<file path="src/rtl/vga_timing_gen_if.sv">
// Raster timing bundle between the timing generator and the draw pipeline.
// Latency: none, wires only.
// Backpressure: none; the generator is throttled only by pix_ce and en.
interface vga_timing_gen_if #(
    parameter int CNT_W = 11
);
    logic             pix_ce;
    logic             en;
    logic [CNT_W-1:0] hcount;
    logic [CNT_W-1:0] vcount;
    logic             hsync;
    logic             vsync;
    logic             hblnk;
    logic             vblnk;
    logic             de;
    logic             line_start;
    logic             frame_start;
    logic             busy;

    // Timing generator side: takes the controls, drives the raster.
    modport master (
        input  pix_ce, en,
        output hcount, vcount, hsync, vsync, hblnk, vblnk, de,
               line_start, frame_start, busy
    );

    // Consumer/controller side: drives the controls, observes the raster.
    modport slave (
        output pix_ce, en,
        input  hcount, vcount, hsync, vsync, hblnk, vblnk, de,
               line_start, frame_start, busy
    );
endinterface

</file>
<file path="src/rtl/vga_timing_gen.sv">
// Parametrised VGA raster timing generator with sync polarity, pixel enable and run FSM.
// Latency: one clk from pix_ce/en to registered counters and flags (flags share the counter edge).
// Backpressure: none; pix_ce=0 freezes the raster, en only acts at frame boundaries.
module vga_timing_gen #(
    parameter int CNT_W  = 11,
    parameter int H_ACT  = 800,
    parameter int H_FP   = 40,
    parameter int H_SYNC = 128,
    parameter int H_BP   = 88,
    parameter int V_ACT  = 600,
    parameter int V_FP   = 1,
    parameter int V_SYNC = 4,
    parameter int V_BP   = 23,
    parameter bit H_POL  = 1'b1,
    parameter bit V_POL  = 1'b1
) (
    input  logic                 clk,
    input  logic                 rst_n,
    vga_timing_gen_if.master     vid
);
    localparam int H_TOT = H_ACT + H_FP + H_SYNC + H_BP;
    localparam int V_TOT = V_ACT + V_FP + V_SYNC + V_BP;

    // Reject degenerate timings and counters too narrow for the raster.
    if (H_ACT == 0 || H_FP == 0 || H_SYNC == 0 || H_BP == 0 ||
        V_ACT == 0 || V_FP == 0 || V_SYNC == 0 || V_BP == 0 ||
        longint'(H_TOT) > (longint'(1) << CNT_W) ||
        longint'(V_TOT) > (longint'(1) << CNT_W)) begin : g_param_err
        $error("vga_timing_gen: zero timing parameter or CNT_W too small for H_TOT/V_TOT");
    end

    localparam logic [CNT_W-1:0] H_LAST  = CNT_W'(H_TOT - 1);
    localparam logic [CNT_W-1:0] V_LAST  = CNT_W'(V_TOT - 1);
    localparam logic [CNT_W-1:0] H_ACT_C = CNT_W'(H_ACT);
    localparam logic [CNT_W-1:0] V_ACT_C = CNT_W'(V_ACT);
    localparam logic [CNT_W-1:0] HS_ON   = CNT_W'(H_ACT + H_FP);
    localparam logic [CNT_W-1:0] HS_OFF  = CNT_W'(H_ACT + H_FP + H_SYNC);
    localparam logic [CNT_W-1:0] VS_ON   = CNT_W'(V_ACT + V_FP);
    localparam logic [CNT_W-1:0] VS_OFF  = CNT_W'(V_ACT + V_FP + V_SYNC);

    typedef enum logic {
        IDLE = 1'b0,
        RUN  = 1'b1
    } state_t;

    state_t           state;
    state_t           nxt_state;
    logic [CNT_W-1:0] nxt_h;
    logic [CNT_W-1:0] nxt_v;
    logic             nxt_ls;
    logic             nxt_fs;
    logic             nxt_hblnk;
    logic             nxt_vblnk;
    logic             nxt_hsync;
    logic             nxt_vsync;
    logic             nxt_de;
    logic             eol;
    logic             eof;

    // Next raster position and strobes; en is only honoured at the frame wrap.
    always_comb begin
        eol       = (vid.hcount == H_LAST);
        eof       = eol && (vid.vcount == V_LAST);
        nxt_state = state;
        nxt_h     = vid.hcount;
        nxt_v     = vid.vcount;
        nxt_ls    = 1'b0;
        nxt_fs    = 1'b0;
        case (state)
            IDLE: begin
                if (vid.en && vid.pix_ce) begin
                    nxt_state = RUN;
                    nxt_h     = '0;
                    nxt_v     = '0;
                    nxt_ls    = 1'b1;
                    nxt_fs    = 1'b1;
                end
            end
            RUN: begin
                if (vid.pix_ce) begin
                    if (eof) begin
                        nxt_h = '0;
                        nxt_v = '0;
                        if (vid.en) begin
                            nxt_ls = 1'b1;
                            nxt_fs = 1'b1;
                        end else begin
                            nxt_state = IDLE;
                        end
                    end else if (eol) begin
                        nxt_h  = '0;
                        nxt_v  = vid.vcount + CNT_W'(1);
                        nxt_ls = 1'b1;
                    end else begin
                        nxt_h = vid.hcount + CNT_W'(1);
                    end
                end
            end
            default: nxt_state = IDLE;
        endcase
    end

    // Flags derived from the next counters so they land on the same edge as the counts.
    always_comb begin
        nxt_hblnk = (nxt_h >= H_ACT_C);
        nxt_vblnk = (nxt_v >= V_ACT_C);
        nxt_hsync = ((nxt_h >= HS_ON) && (nxt_h < HS_OFF)) ^ ~H_POL;
        nxt_vsync = ((nxt_v >= VS_ON) && (nxt_v < VS_OFF)) ^ ~V_POL;
        nxt_de    = (nxt_state == RUN) && !nxt_hblnk && !nxt_vblnk;
    end

    // Run FSM and registered raster outputs.
    always_ff @(posedge clk) begin
        if (!rst_n) begin
            state           <= IDLE;
            vid.hcount      <= '0;
            vid.vcount      <= '0;
            vid.hsync       <= ~H_POL;
            vid.vsync       <= ~V_POL;
            vid.hblnk       <= 1'b0;
            vid.vblnk       <= 1'b0;
            vid.de          <= 1'b0;
            vid.line_start  <= 1'b0;
            vid.frame_start <= 1'b0;
            vid.busy        <= 1'b0;
        end else begin
            state           <= nxt_state;
            vid.hcount      <= nxt_h;
            vid.vcount      <= nxt_v;
            vid.hsync       <= nxt_hsync;
            vid.vsync       <= nxt_vsync;
            vid.hblnk       <= nxt_hblnk;
            vid.vblnk       <= nxt_vblnk;
            vid.de          <= nxt_de;
            vid.line_start  <= nxt_ls;
            vid.frame_start <= nxt_fs;
            vid.busy        <= (nxt_state == RUN);
        end
    end
endmodule

</file>
<file path="src/flat_wrapper.sv">
// flat-port wrapper written by rule: the top's interface ports become plain ports
module vga_timing_gen_flat 
#(
    parameter int CNT_W  = 11,
    parameter int H_ACT  = 800,
    parameter int H_FP   = 40,
    parameter int H_SYNC = 128,
    parameter int H_BP   = 88,
    parameter int V_ACT  = 600,
    parameter int V_FP   = 1,
    parameter int V_SYNC = 4,
    parameter int V_BP   = 23,
    parameter bit H_POL  = 1'b1,
    parameter bit V_POL  = 1'b1
)
  (clk, rst_n, vid_pix_ce, vid_en, vid_hcount, vid_vcount, vid_hsync, vid_vsync, vid_hblnk, vid_vblnk, vid_de, vid_line_start, vid_frame_start, vid_busy);
  vga_timing_gen_if #(.CNT_W(CNT_W)) vid_i ();
  input  logic clk;
  input  logic rst_n;
  input wire logic [$bits(vid_i.pix_ce)-1:0] vid_pix_ce;
  input wire logic [$bits(vid_i.en)-1:0] vid_en;
  output wire logic [$bits(vid_i.hcount)-1:0] vid_hcount;
  output wire logic [$bits(vid_i.vcount)-1:0] vid_vcount;
  output wire logic [$bits(vid_i.hsync)-1:0] vid_hsync;
  output wire logic [$bits(vid_i.vsync)-1:0] vid_vsync;
  output wire logic [$bits(vid_i.hblnk)-1:0] vid_hblnk;
  output wire logic [$bits(vid_i.vblnk)-1:0] vid_vblnk;
  output wire logic [$bits(vid_i.de)-1:0] vid_de;
  output wire logic [$bits(vid_i.line_start)-1:0] vid_line_start;
  output wire logic [$bits(vid_i.frame_start)-1:0] vid_frame_start;
  output wire logic [$bits(vid_i.busy)-1:0] vid_busy;
  assign vid_i.pix_ce = vid_pix_ce;
  assign vid_i.en = vid_en;
  assign vid_hcount = vid_i.hcount;
  assign vid_vcount = vid_i.vcount;
  assign vid_hsync = vid_i.hsync;
  assign vid_vsync = vid_i.vsync;
  assign vid_hblnk = vid_i.hblnk;
  assign vid_vblnk = vid_i.vblnk;
  assign vid_de = vid_i.de;
  assign vid_line_start = vid_i.line_start;
  assign vid_frame_start = vid_i.frame_start;
  assign vid_busy = vid_i.busy;
  vga_timing_gen #(.CNT_W(CNT_W), .H_ACT(H_ACT), .H_FP(H_FP), .H_SYNC(H_SYNC), .H_BP(H_BP), .V_ACT(V_ACT), .V_FP(V_FP), .V_SYNC(V_SYNC), .V_BP(V_BP), .H_POL(H_POL), .V_POL(V_POL)) u_core (.clk(clk), .rst_n(rst_n), .vid(vid_i));
endmodule
</file>
<file path="config.mk">
export PLATFORM = sky130hd
export DESIGN_NAME = vga_timing_gen_flat
export DESIGN_NICKNAME = d
export VERILOG_FILES = /design/src/rtl/vga_timing_gen_if.sv /design/src/rtl/vga_timing_gen.sv /design/src/flat_wrapper.sv
export SDC_FILE = /design/constraint.sdc
export NUM_CORES = 1
export LEC_CHECK = 0
export BUFFER_PORTS_ARGS = -buffer_cell sky130_fd_sc_hd__buf_4
export CORE_MARGIN = 2
export CORE_UTILIZATION = 45
export DETAILED_ROUTE_END_ITERATION = 10
export GPL_TIMING_DRIVEN = 0
export MAX_ROUTING_LAYER = met4
export PLACE_DENSITY = 0.71
export SYNTH_ARGS = -nofsm -noshare
export SYNTH_HDL_FRONTEND = slang
export SYNTH_SLANG_ARGS = --single-unit
</file>
<file path="constraint.sdc">
create_clock -name clk -period 2.93 [get_ports clk]
set_clock_uncertainty 0.05 [all_clocks]
set_input_delay 0.1465 -clock clk [delete_from_list [all_inputs] [get_ports clk]]
set_output_delay 0.1465 -clock clk [all_outputs]
set_load 0.01 [all_outputs]
</file>
Yosys cells after proc, flatten, opt, wreduce, memory -nomap -nowiden:

Cells that the tools add are included.

* bits in registers: 30
* logic and storage cells: 51

* $add $sub $neg: 2
* order comparisons: 6
* equality and inequality tests: 2
* mux-type cells: 22
* bitwise gates (word level): 1
* reductions and logical operators: 8

Operators by type and width (number)
* two-way mux 11 bit: 8
* greater-or-equal comparator 11 x 10 -> 1 bit (second input constant): 4
* one-hot mux 11 bit (2 select lines): 2
* adder 11 x 1 -> 11 bit (second input constant): 2
* less-than comparator 11 x 10 -> 1 bit (second input constant): 2
* == test 11 x 10 -> 1 bit (second input constant): 1
* == test 11 bit (second input constant): 1
* two-way mux 1 bit: 9
* logical AND 1 bit: 6
* one-hot mux 1 bit (2 select lines): 3
* logical NOT 1 bit: 2
* NOT 1 bit: 1

Longest topological paths before layout:

* word-level depth: 9
* gate-level depth with buffers: 9
* gate-level depth less buffers: 8

Least setup slack after synthesis:

Ideal clock, no wire load.

* path type: register -> register
* start point: register u_core.vid.hcount[5]
* end point: register u_core.vid.de
* setup time: 0.103 ns
* data arrival time: 2.742 ns
* required time: 2.777 ns
* slack: 0.034 ns
* cell stages (with the launch flop): 10
* buffers on the path: 2
* clock period less this slack: 2.896 ns
* cell sequence: dfxtp_1 buf_6 or4b_4 or4_4 buf_6 o41ai_1 a21oi_1 a211oi_2 nand4b_1 a2111oi_2

* cells in the longest elaborated chain, start to end: 9
* elaborated cells between the ends (all ways): 21
* those cells by class: add/sub (1); order compare (2); eq/ne (1); mux (12); reduce/logical (5)

Ends and longest elaborated chain
* start, declared: line vga_timing_gen_if.sv:23 `output hcount, vcount, hsync, vsync, hblnk, vblnk, de,`
* start signal, assigned: line vga_timing_gen.sv:128 `vid.hcount <= nxt_h;`
* adder 11 x 1 -> 11 bit or == test 11 bit (tied branches): line vga_timing_gen.sv:95, vga_timing_gen.sv:62
* two-way mux 11 bit or logical AND 1 bit (tied branches): line vga_timing_gen.sv:90, vga_timing_gen.sv:63
* two-way mux 11 bit: line vga_timing_gen.sv:81 `if (eof) begin`
* two-way mux 11 bit: line vga_timing_gen.sv:80 `if (vid.pix_ce) begin`
* one-hot mux 11 bit (2 select lines): line vga_timing_gen.sv:69 `case (state)`
* greater-or-equal comparator 11 x 10 -> 1 bit: line vga_timing_gen.sv:105 `nxt_hblnk = (nxt_h >= H_ACT_C);`
* logical NOT 1 bit: line vga_timing_gen.sv:109 `nxt_de = (nxt_state == RUN) && !nxt_hblnk && !nxt_vblnk;`
* logical AND 1 bit: line vga_timing_gen.sv:109
* logical AND 1 bit *: line vga_timing_gen.sv:109
* end signal, assigned: line vga_timing_gen.sv:134 `vid.de <= nxt_de;`
* end, declared: line vga_timing_gen_if.sv:23

Mark *: on every way between the ends. The rest lies on a longest branch, timed or not.
A chain may end at the register's enable or synchronous reset.

Worst setup path in the final report:

Ends and elaborated chain as after synthesis.

==> results.toml <==
[layout]
finalCoreUtilization = 0.620
num_antenna_cells = 0
layout.cells.most_common_list = "sky130_fd_sc_hd__buf_4 (41), sky130_fd_sc_hd__dfxtp_1 (29), sky130_fd_sc_hd__nand2_1 (24), sky130_fd_sc_hd__a21oi_1 (15), sky130_fd_sc_hd__and2_1 (15)"
multi_input_area_sq_um = 1280
most_common_library_cell_in_the_layout_ignoring_fill_and_taps = "sky130_fd_sc_hd__buf_4"
fin_cells = 333
nNetsFinal = 290
seq_area_sq_um = 602
share_of_final_layout_standard_cells_stronger_than_drive_strength_1 = 0.272
stdcell_area_sq_um = 2460
flow.area_growth_from_synthesis_pct = 34.1
n_fill_cell = 359

[setup_path]
r2r-start = "u_core.vid.hcount[5]$_SDFF_PN0_"
timing.critical_path.fanout_max = 8
crit_top_cell = "sky130_fd_sc_hd__nor3_1"
critical_path.startpoint = "u_core.vid.hcount[5]$_SDFF_PN0_"
cpLargestDelayFamily = "simple AND/OR/NAND/NOR gates"
critical_path_at_ns = 3.08
critical_path_class = "reg -> reg"
slowest_stage = "sky130_fd_sc_hd__or4_4"
worst-path-buf-inv = 2
setup.worst_path.start_class = "flop"
kind_of_end_point_of_the_critical_path = "flop"
critPathRequiredTime_ns = 3.05
critical_path.cell_chain = "buf_6, or4b_4, or4_4, buf_8, nor3_1, nor3_1, o21ai_1, nand4b_1, a2111oi_2"
critical-path-max-stage-delay_ns = 0.59

[synthesis]
flop_and_latch_count_out_of_synthesis = 30
synth_simple_gate_area_share = 0.343
synth_top_cell_by_area = "sky130_fd_sc_hd__dfxtp_1"
postSynthNetCount = 242
netlist_cell_types = 49
area_share_of_fa_ha_maj_cells_after_synthesis = 0.0136
yosys_warnings = 0
synth_edf_count = 0
part_of_the_yosys_area_used_for_sequential_elements = 0.327
dominant_combinational_cell_family_by_area_after_synthesis = "simple AND/OR/NAND/NOR gates"
synth_compound_gate_area_share = 0.232
synth.area.mux_share = 0.0109
yosys.area.top_type_share = 0.327
mappedNetlistArea_sq_um = 1840
synthArstFlopShare = 0
post_synth_inst_count = 236
synthFlopType = "sky130_fd_sc_hd__dfxtp_1"
post_synth.cell_area_avg_sq_um = 7.78
netlist_top_cells_area = "sky130_fd_sc_hd__dfxtp_1 (33%), sky130_fd_sc_hd__and2_1 (5.1%), sky130_fd_sc_hd__a21oi_1 (4.9%), sky130_fd_sc_hd__nand2_1 (4.9%), sky130_fd_sc_hd__a31oi_1 (3.7%)"
synthXorXnorAreaFrac = 0.0238

[status]
failing_checks = "negative setup slack"
run_status = "finished with violations"

[route]
finalWirelength_mm = 5.73
route.detailed.drc = 0
viasPerCell = 6.17
drt-wirelength-per-cell_um = 17.2
dr.first_iter.drc_count = 239
antenna_left = 0
via_count_of_the_routed_design = 2054
dr.pass1.iters = 6

[timing]
maxSlewHeadroom = 0.467
timing.final.crit_period_ns = 2.96
timing_hold_violations_final = 0
finalCritPeriodShare = 1.01
postLayoutSetupSlackWorst_ns = -0.0271
finalSetupViolCount = 1
clock.fmax_mhz = 338
maxSlewViolCount = 0
grt_setup_unrepaired = "yes"
setup_total_negative_slack_ns = -0.0271
slew_worst_pin_ns = 0.800

[global_routing]
grt_util_all_layers = 0.273
grt_pass1_vias = 1756
gr-usage-met2 = 0.397
grtUsageMet1 = 0.388
grt_max_degree = 14
grt_ovf = 0
globalRouteMet3Util = 0.0444
global_route_wire_length_before_repair_mm = 9.09
initial_antenna_violation_count = 0
global_route.peak_usage_layer = "met2"

[floorplan]
io_pins = 34
initial_core_util = 0.463
core_area_sq_um = 3970
floorplan.die.height_um = 67.9
die_w_um = 67.9
placement_rows = 23
fp.dieArea_sq_um = 4610

[clock_network]
path_clk_slew_ns = 0.06
clockBufferDepth = 2
tritoncts = "done"
cts_made_buffers = 5
cts_root_buf = "sky130_fd_sc_hd__clkbuf_8"
cts_sinks = 30
worst_skew_pair.late_latency_ns = 0.28
h_tree_levels = 2

[pwr]
powerDensity_nw_per_um2 = 334
static-leakage-power_nw = 0.896
power.ir.vdd_worst_mv = 0.254
overall_power_uw = 822

[run]
max_cap_viol_count = 0

[worst_hold_path]
worstHoldPathType = "in -> reg"
min-delay-start = "rst_n"

[placed_design]
numPlacedInstances = 319
gp_routability_congestion = 0.896
place.detailed.hpwl_mm = 3.75
placedInstanceArea_sq_um = 2150
place.port_buffers = 33
-- per-stage QoR --
stage	hold slack, ns	setup WS (ns)
global placement	0.398	-0.282
CTS	0.112	-0.00199
floorplan	0.218	0.0342
global route	0.125	-0.121
detailed placement	0.403	-0.316
finish	0.122	-0.0271
-- layer usage --
| layer | vias to the layer above | share of wire |
|---|---|---|
| met5 | - | 0 |
| met3 | 11 | 0.066 |
| met2 | 94 | 0.45 |
| met4 | 0 | 0.016 |
| met1 | 957 | 0.47 |
| li1 | 992 | - |
-- cell type report --
cell class,count,area share
multi-input cells,186,0.522
flip-flops and latches,30,0.244
repair buffers,42,0.138
clock buffers,6,0.0335
plain buffers,15,0.0305
well taps,50,0.0254
inverters,4,0.00610
-- state kept, by name, indices dropped and copies added (netlist names) --
register                flops
u_core.vid.vblnk            1
u_core.vid.vcount          11
u_core.vid.de               1
u_core.vid.hblnk            1
u_core.vid.hsync            1
u_core.state                1
u_core.vid.hcount          11
u_core.vid.frame_start      1
u_core.vid.line_start       1
u_core.vid.vsync            1
-- report_power, final --
part	total, mW	switching (mW)	internal, mW
Combinational	0.0705	0.0496	0.0208
Clock	0.337	0.156	0.181
Sequential	0.415	0.00354	0.412
-- cells by family after synthesis --
kind of cell    Yosys count
buf+inv                  20
compound gates           65
xor+xnor                  5
fa+ha+maj                 2
mux                       2
flops                    30
simple gates            112
-- synthesized netlist by cell type (3+ instances only) --
library cell and number:
sky130_fd_sc_hd__xor2_1 3, sky130_fd_sc_hd__dfxtp_1 30, sky130_fd_sc_hd__nand4_1 9, sky130_fd_sc_hd__nor3_1 8, sky130_fd_sc_hd__o31ai_1 4, sky130_fd_sc_hd__nand4b_1 4, sky130_fd_sc_hd__nand3_1 12, sky130_fd_sc_hd__and3_1 5
sky130_fd_sc_hd__nand2_1 24, sky130_fd_sc_hd__clkbuf_1 13, sky130_fd_sc_hd__nor4_1 7, sky130_fd_sc_hd__and4_1 3, sky130_fd_sc_hd__and2_1 15, sky130_fd_sc_hd__a31oi_1 11, sky130_fd_sc_hd__nor2_1 11, sky130_fd_sc_hd__inv_1 4
sky130_fd_sc_hd__a21oi_1 18, sky130_fd_sc_hd__o21ai_0 12
-- final timing paths --
kind / to / slack, ns / cells after the start
worst max register to register: u_core.vid.de$_SDFF_PN0_ / -0.03 / 9
worst max-delay path: u_core.vid.de$_SDFF_PN0_ / -0.03 / 9
worst min-delay path: u_core.vid.hblnk$_SDFF_PN0_ / 0.12 / 2
worst min register to register: u_core.vid.hcount[1]$_SDFF_PN0_ / 0.47 / 2
-- timing repair --
item,CTS,global route
hold buffers,0,0
pin swaps,15,3
resized for setup,23,7
setup endpoints to repair,4,4
buffers inserted,7,1
gates cloned,1,0
Power figures use the tool's default switching activity.
